### src/rtl/hazard_ctrl.sv
// Pipeline hazard controller for the 5-stage MIPS core.
// Produces the IF/ID hold/flush, the PC write enable, the ID/EX bubble select
// and the pipeline freeze, from load-use hazards, taken branches/jumps and
// data-memory wait states.
//
// Optional build macro: HAZARD_STATS_EN. It enables saturating statistics
// counters. Without it the counter ports read 0 and no counter flops exist.
//
// state       | meaning
// ------------+--------------------------------------------------------------
// ST_RUN      | normal flow; mem stall > load-use > branch > advance
// ST_MEM_WAIT | data memory access outstanding; pipeline frozen, wait timed
// ST_ERROR    | memory access exceeded MEM_TIMEOUT; frozen until reset
module hazard_ctrl #(
  parameter int MEM_TIMEOUT = 255,
  parameter int CNT_W       = 16
) (
  input  logic             clk_i,
  input  logic             rst_i,
  input  logic [31:0]      ifid_inst_i,
  input  logic             idex_memread_i,
  input  logic [4:0]       idex_rt_i,
  input  logic             branch_taken_i,
  input  logic             mem_req_i,
  input  logic             mem_ready_i,
  output logic             pc_write_o,
  output logic             hazard_o,
  output logic             flush_o,
  output logic             idex_bubble_o,
  output logic             freeze_o,
  output logic             err_o,
  output logic [CNT_W-1:0] lu_cnt_o,
  output logic [CNT_W-1:0] br_cnt_o,
  output logic [CNT_W-1:0] mem_cnt_o
);

  localparam int TO_W   = $clog2(MEM_TIMEOUT + 1);
  localparam int WAIT_W = (TO_W > 8) ? TO_W : 8;
  localparam logic [WAIT_W-1:0] TIMEOUT_VAL = WAIT_W'(MEM_TIMEOUT);

  typedef enum logic [1:0] {
    ST_RUN      = 2'd0,
    ST_MEM_WAIT = 2'd1,
    ST_ERROR    = 2'd2
  } state_e;

  state_e            state_q, state_d;
  logic [WAIT_W-1:0] wait_cnt_q, wait_cnt_d;

  logic [4:0] rs, rt;
  logic       mem_stall, load_use;
  logic       pc_write, hazard, flush, idex_bubble, freeze;

  // Opcode/immediate bits of the instruction are not needed here.
  logic unused_inst_bits;
  assign unused_inst_bits = ^{ifid_inst_i[31:26], ifid_inst_i[15:0]};

  assign rs        = ifid_inst_i[25:21];
  assign rt        = ifid_inst_i[20:16];
  assign mem_stall = mem_req_i & ~mem_ready_i;
  assign load_use  = idex_memread_i & (idex_rt_i != 5'd0) &
                     ((idex_rt_i == rs) | (idex_rt_i == rt));

  // State and wait-timer register.
  always_ff @(posedge clk_i or negedge rst_i) begin
    if (!rst_i) begin
      state_q    <= ST_RUN;
      wait_cnt_q <= '0;
    end else begin
      state_q    <= state_d;
      wait_cnt_q <= wait_cnt_d;
    end
  end

  // Next state, wait timer and pipeline control. A completed (or abandoned)
  // memory access leaves MEM_WAIT and applies the RUN rules in the same cycle.
  always_comb begin
    state_d     = state_q;
    wait_cnt_d  = wait_cnt_q;
    pc_write    = 1'b0;
    hazard      = 1'b0;
    flush       = 1'b0;
    idex_bubble = 1'b0;
    freeze      = 1'b0;
    case (state_q)
      ST_RUN, ST_MEM_WAIT: begin
        if (mem_stall) begin
          freeze = 1'b1;
          hazard = 1'b1;
          if (state_q == ST_RUN) begin
            state_d    = ST_MEM_WAIT;
            wait_cnt_d = WAIT_W'(1);
          end else if (wait_cnt_q == TIMEOUT_VAL) begin
            state_d = ST_ERROR;
          end else begin
            wait_cnt_d = wait_cnt_q + WAIT_W'(1);
          end
        end else begin
          state_d    = ST_RUN;
          wait_cnt_d = '0;
          // A branch alongside a load-use is dropped; it re-resolves next
          // cycle once the load data can be forwarded.
          if (load_use) begin
            hazard      = 1'b1;
            idex_bubble = 1'b1;
          end else if (branch_taken_i) begin
            flush    = 1'b1;
            pc_write = 1'b1;
          end else begin
            pc_write = 1'b1;
          end
        end
      end
      ST_ERROR: begin
        freeze = 1'b1;
        hazard = 1'b1;
      end
      default: begin
        state_d    = ST_RUN;
        wait_cnt_d = '0;
      end
    endcase
  end

  // Outputs are forced low while reset is held, since the RUN state alone
  // would otherwise enable the PC.
  assign pc_write_o    = rst_i & pc_write;
  assign hazard_o      = rst_i & hazard;
  assign flush_o       = rst_i & flush;
  assign idex_bubble_o = rst_i & idex_bubble;
  assign freeze_o      = rst_i & freeze;
  assign err_o         = rst_i & (state_q == ST_ERROR);

`ifdef HAZARD_STATS_EN
  logic [CNT_W-1:0] lu_cnt_q, lu_cnt_d;
  logic [CNT_W-1:0] br_cnt_q, br_cnt_d;
  logic [CNT_W-1:0] mem_cnt_q, mem_cnt_d;

  // Saturating event counters. Memory wait cycles are the frozen cycles
  // caused by an outstanding access, so ERROR cycles are not counted.
  always_comb begin
    lu_cnt_d  = lu_cnt_q;
    br_cnt_d  = br_cnt_q;
    mem_cnt_d = mem_cnt_q;
    if (idex_bubble && (lu_cnt_q != '1))
      lu_cnt_d = lu_cnt_q + CNT_W'(1);
    if (flush && (br_cnt_q != '1))
      br_cnt_d = br_cnt_q + CNT_W'(1);
    if (freeze && (state_q != ST_ERROR) && (mem_cnt_q != '1))
      mem_cnt_d = mem_cnt_q + CNT_W'(1);
  end

  // Statistics register.
  always_ff @(posedge clk_i or negedge rst_i) begin
    if (!rst_i) begin
      lu_cnt_q  <= '0;
      br_cnt_q  <= '0;
      mem_cnt_q <= '0;
    end else begin
      lu_cnt_q  <= lu_cnt_d;
      br_cnt_q  <= br_cnt_d;
      mem_cnt_q <= mem_cnt_d;
    end
  end

  assign lu_cnt_o  = lu_cnt_q;
  assign br_cnt_o  = br_cnt_q;
  assign mem_cnt_o = mem_cnt_q;
`else
  assign lu_cnt_o  = '0;
  assign br_cnt_o  = '0;
  assign mem_cnt_o = '0;
`endif

endmodule

### config.mk
export PLATFORM = sky130hd
export DESIGN_NAME = hazard_ctrl
export DESIGN_NICKNAME = d
export VERILOG_FILES = /design/src/rtl/hazard_ctrl.sv
export SDC_FILE = /design/constraint.sdc
export NUM_CORES = 1
export LEC_CHECK = 0
export CORE_MARGIN = 2
export CORE_UTILIZATION = 31
export CTS_CLUSTER_SIZE = 12
export DETAILED_ROUTE_END_ITERATION = 16
export GPL_ROUTABILITY_DRIVEN = 0
export HOLD_SLACK_MARGIN = 0.05
export PLACE_DENSITY = 0.8
export SYNTH_ARGS = -nofsm -noshare
export SYNTH_HDL_FRONTEND = slang
export SYNTH_SLANG_ARGS = --single-unit
### constraint.sdc
create_clock -name clk_i -period 1.8 [get_ports clk_i]
set_clock_uncertainty 0.05 [all_clocks]
set_input_delay 0.36 -clock clk_i [delete_from_list [all_inputs] [get_ports clk_i]]
set_output_delay 0.36 -clock clk_i [all_outputs]
set_load 0.005 [all_outputs]
==> results.yml, run 1 <==
clock_tree:
  postCtsHoldBufs: 0
  insertion_delay_ps: 280
  numCtsBuffers: 3
  htreeDepth: 1
  path_clk_slew_ps: 80
  cts_sinks: 10
  cts_root_buf: "clkbuf_4"
  cts_max_path_buffers: 2
  cts_tree: "yes"
global_route:
  antenna_found_initial: 0
  grt_pass1_vias: 872
  grt_pass1_wl_um: 4020
  grt_max_degree: 9
  grt_util_all_layers_pct: 12.6
  grt_overflow: 0
synth:
  synthesis.area_um2: 1090
  syn_area_per_cell_um2: 8.06
  yosysWarnings: 0
  ys_types: 33
  synth_top_area_cell: "buf_4"
  ys_ff_latch: 10
  yosysSeqAreaShare_pct: 23.0
  synth_area_leaders: "buf_4 33%, dfrtp_1 23%, xnor2_1 8.0%, a21oi_1 3.7%, nand2_1 3.4%"
  netlist.area_leader.share_pct: 33.1
  synthCells: 135
detailed_routing:
  wl_um: 2510
  dr.pass1.iters: 4
  drc_errors: 0
  avgRoutedWirePerCell_um: 10.7
  via_per_inst: 4.12
  num_vias: 963
  first_iter_violations: 10
  postRouteAntennaNets: 0
placement:
  hpwl_um: 1690
  io_buffers: 26
  dpl.cell_count: 221
setup_path:
  r2r_cells: 9
  crit_arrival_ps: 1630
  path_class: "primary input to primary output"
  path_cells: "buf_6, or4_4, o21a_1, buf_6, a211oi_2, buf_2"
  r2r_end: "wait_cnt_q[7]"
  crit_path_start_kind: "primary input"
  critPathMaxFanout: 3
  cpMostUsedCell: "buf_6"
  regToRegStartpoint: "state_q[1]"
  endpoint_kind: "primary output"
  worst_path_max_delay_cell: "or4_4"
  worst-r2r-setup-slack_ps: 50
  crit_start: "idex_rt_i[4]"
  slowest_delay_ps: 520
  crit_required_ps: 1390
floorplan:
  core.rowCount: 21
  num_io_pins: 97
  start_util_pct: 32.4
  core_um2: 3360
  die_x_um: 63.3
  dieHeight_um: 63.3
  dieArea_um2: 4000
pwr:
  power_density_nw_per_um2: 419
  power.internal_mw: 0.444
  p_leak_nw: 0.751
  p_seq_share_pct: 36.7
  power.share.clock_pct: 35.0
  netSwitchingPower_mw: 0.184
  power_switching_share_pct: 29.3
  irDropWorstVdd_uv: 343
  power_mw: 0.628
  p_comb_share_pct: 28.3
worst_hold_path:
  min_path_type: "primary input to asynchronous set/reset pin"
timing:
  finalCritPeriodShare_pct: 113
  slew_violations: 0
  post-route-min-period_ps: 2040
  fin_ws_ps: -236
  max_freq_ghz: 0.491
  setup_violations: 4
  rsz0062_at_grt: "yes"
  finalHoldViolations: 0
outcome:
  status: "finished with violations"
  violations: "setup timing"
layout:
  drive_gt1_share_pct: 28.2
  area.growth.synth_to_final_pct: 37.6
  final_common_cell: "conb_1"
  layout_common_cells: "48 x conb_1, 22 x buf_4, 12 x dlygate4sd2_1"
  fill_cells: 360
  fin_cells: 234
  fin_util_pct: 44.5
  antenna_cells: 0
  layout.nets: 233
job:
  maxCapViolations: 0
==> metrics by stage <==
stage	TNS (ps)	worst slack [ps]	hold slack [ps]	area [µm²]
5_1_grt	-937	-300	171	1500
3_5_place_dp	-5110	-999	460	1340
2_1_floorplan	0	51.4	14.4	1260
4_1_cts	-728	-244	158	1450
6_report	-702	-236	142	1500
3_3_place_gp	-5140	-952	449	1340
==> repair_timing <==
item                       4_1_cts  5_1_grt
hold endpoints to repair         0        0
pin swaps                       22        6
resized for setup               63       10
buffers inserted                 9        2
setup endpoints to repair        6       12
==> worst max path at each step <==
| stage | depth (start not counted) | endpoint | slack, ps |
|---|---|---|---|
| floorplan | 3 | flush_o | 50 |
| global placement | 5 | flush_o | -950 |
| CTS | 6 | hazard_o | -240 |
| global route | 6 | flush_o | -300 |
| detailed placement | 5 | flush_o | -1000 |
| finish | 6 | flush_o | -240 |
==> critical path: cells and delay by family <==
| kind | cells | cell delay, ps |
|---|---|---|
| simple gates | 1 | 520 |
| compound gates | 2 | 380 |
| buf+inv | 3 | 360 |
==> power by group through the flow <==
stage               Combinational, mW  Sequential, mW  Clock (mW)
global placement                0.158           0.234           0
CTS                             0.164           0.230       0.218
floorplan                       0.141           0.234           0
finish                          0.178           0.230       0.220
detailed placement              0.159           0.234           0
global route                    0.196           0.231       0.224
==> synthesized netlist by cell type <==
cell type	n
nand4_2	1
nand2_1	10
o21ai_0	5
nand2b_1	2
buf_2	2
nand4bb_1	1
conb_1	1
and2_0	1
a211oi_1	1
nor3b_1	1
o21a_1	2
a21oi_1	8
nand4_1	1
o22ai_1	1
or4_1	1
and2_1	1
a31oi_1	3
o21bai_1	1
nor2_1	6
xnor2_1	10
nor3_1	2
ha_1	1
buf_4	48
o31ai_4	1
dfrtp_1	10
a311oi_1	1
a41o_1	1
inv_1	2
and3_1	1
o31ai_1	1
nand3_1	6
inv_2	1
and3b_1	1
==> final cells by class <==
class	count	area (µm²)	share of cell area [%]
Clock buffer	4	36.3	2.42
Inverter	3	11.3	0.752
Multi-Input combinational cell	119	702	46.9
Sequential cell	10	250	16.7
Tap cell	46	57.6	3.84
Timing Repair Buffer	52	440	29.4
==> state kept, by name, indices dropped and copies added, names as in the netlist <==
signal	cells
state_q	2
wait_cnt_q	8
==> kinds of logic (layout without fill, tap and decap cells) <==
group | after synthesis | in the layout | share of synthesized area (%)
adders and majority gates | 1 | 1 | 1.15
other | 1 | 48 | 0.344
and+or+nand+nor | 35 | 35 | 17.0
DFF | 10 | 10 | 23.0
xor gates and xnor gates | 10 | 10 | 8.05
AOI/OAI and AO/OA | 25 | 25 | 15.4
buffers and inverters | 53 | 59 | 35.1
==> per-layer routing <==
layer / GRT usage [%] / routed length, µm
met3: 1.43 / 141
met4: 6.52 / 50
met1: 14.6 / 1010
met2: 22.7 / 1310
met5: 0 / 0
Power figures use the tool's default switching activity.
==> run 2: changes to the inputs <==
CORE_ASPECT_RATIO = 1.25   (was default)
CORE_MARGIN = default   (was 2)
CORE_UTILIZATION = 32   (was 31)
CTS_BUF_LIST = sky130_fd_sc_hd__clkbuf_4 sky130_fd_sc_hd__clkbuf_8   (was default)
PLACE_DENSITY = 0.82   (was 0.8)
==> results.yml, run 2 (synthesized netlist as in run 1, its figures left out) <==
outcome:
  status: "finished with violations"
  violations: "setup timing"
pwr:
  p_leak_nw: 0.716
  power_density_nw_per_um2: 442
  irDropWorstVdd_uv: 243
timing:
  max_freq_ghz: 0.484
  fin_ws_ps: -264
  slew_violations: 0
  setup_violations: 4
  finalHoldViolations: 0
  rsz0062_at_grt: "yes"
  finalCritPeriodShare_pct: 115
  post-route-min-period_ps: 2060
  holdWs_ps: 283
clock_tree:
  cts_sinks: 10
  insertion_delay_ps: 230
  postCtsHoldBufs: 0
  cts_max_path_buffers: 2
  cts_root_buf: "clkbuf_8"
  cts_tree: "yes"
  htreeDepth: 1
  path_clk_slew_ps: 50
  numCtsBuffers: 3
layout:
  layout_common_cells: "48 x conb_1, 21 x buf_4, 15 x dlygate4sd2_1"
  regMostFlops: "wait_cnt_q"
  area.growth.synth_to_final_pct: 30.1
  largestRegisters: "wait_cnt_q x8, state_q x2"
  layout.nets: 229
  drive_gt1_share_pct: 24.0
  largest_register_ffs: 8
  antenna_cells: 0
  final_common_cell: "conb_1"
global_route:
  antenna_found_initial: 0
  grt_pass1_wl_um: 3370
  grt_overflow: 0
  grt_util_all_layers_pct: 13.1
  grt_pass1_vias: 829
  grt_max_degree: 9
detailed_routing:
  avgRoutedWirePerCell_um: 10.2
  via_per_inst: 4.32
  dr.pass1.iters: 4
  postRouteAntennaNets: 0
  first_iter_violations: 18
  drc_errors: 0
  wl_um: 2250
  num_vias: 951
setup_path:
  critPathMaxFanout: 4
  crit_required_ps: 1390
  crit_arrival_ps: 1650
  crit_family: "simple AND/OR/NAND/NOR gates"
  crit_path_start_kind: "primary input"
  cpMostUsedCell: "buf_6"
  path_cells: "buf_6, or4_4, o21a_4, buf_6, a211oi_2, buf_2"
  slowest_delay_ps: 520
  worst_path_max_delay_cell: "or4_4"
  path_buf_inv: 3
  endpoint_kind: "primary output"
  path_class: "primary input to primary output"
worst_hold_path:
  min_path_type: "primary input to asynchronous set/reset pin"
floorplan:
  dieArea_um2: 3640
  core_um2: 3220
  core.rowCount: 23
  num_io_pins: 97
  die_x_um: 54.2
  dieHeight_um: 67.2
  start_util_pct: 33.8
placement:
  io_buffers: 26
  hpwl_um: 1800
  place_ws_ps: -935
job:
  maxCapViolations: 0
[run 2: cell count changes in the layout (fill, tap and decap cells not counted), sizes merged]
| cell | before | now |
|---|---|---|
| buf | 34 | 29 |
| dlygate4sd2 | 12 | 15 |
| dlymetal6s2s | 2 | 0 |
| clkdlybuf4s15 | 2 | 1 |
[run 2: area by class of cell]
cell class	instances	area, µm²
clock buffers	3	41.3
fillers	330	1810
inverters	3	11.3
multi-input cells	119	684
flip-flops and latches	10	250
well taps	37	46.3
repair buffers	48	383
[run 2: power breakdown]
part / switching [mW] / total, mW / internal, mW
Combinational: 0.0801 / 0.166 / 0.0860
Clock: 0.0826 / 0.229 / 0.146
Sequential: 0.00248 / 0.231 / 0.228
[run 2: worst paths after layout]
check / start / endpoint / slack, ps / depth (start not counted)
max in group asynchronous: rst_i / wait_cnt_q[6] / 1280 / 3
hold reg to reg: wait_cnt_q[7] / wait_cnt_q[7] / 470 / 1
min in group clk_i: wait_cnt_q[7] / wait_cnt_q[7] / 470 / 1
setup / recovery: idex_rt_i[2] / flush_o / -260 / 6
hold / removal: rst_i / wait_cnt_q[3] / 280 / 3
setup reg to reg: state_q[1] / wait_cnt_q[6] / 140 / 8
[run 2: worst register-to-register path: stages (launching register included)]
cell,delay (ps)
dfrtp_1,380
buf_4,150
nor3b_4,180
buf_4,140
buf_4,90
and2_1,180
buf_4,140
o21ai_0,90
a31oi_1,180
[run 2: repair_timing]
action | in CTS | in global routing
setup buffers | 6 | 0
pin swaps | 16 | 6
resized for setup | 54 | 7
endpoints found under the setup margin | 12 | 9
[run 2: layer usage]
layer	vias up	wire length, µm	global-route usage (%)
li1	460	-	-
met1	432	769	10.5
met2	55	1200	27.3
met3	4	257	3.15
met4	0	25	5.77
met5	-	0	0
[run 2: per-stage QoR]
stage	instance area (µm²)	TNS, ps	total power, mW	cells	utilization (%)
floorplan	1260	0	0.376	182	-
global placement	1320	-5470	0.393	211	41.0
detailed placement	1320	-5710	0.395	211	41.0
CTS	1410	-743	0.625	220	43.6
global route	1420	-822	0.670	220	43.9
finish	1420	-627	0.626	220	43.9
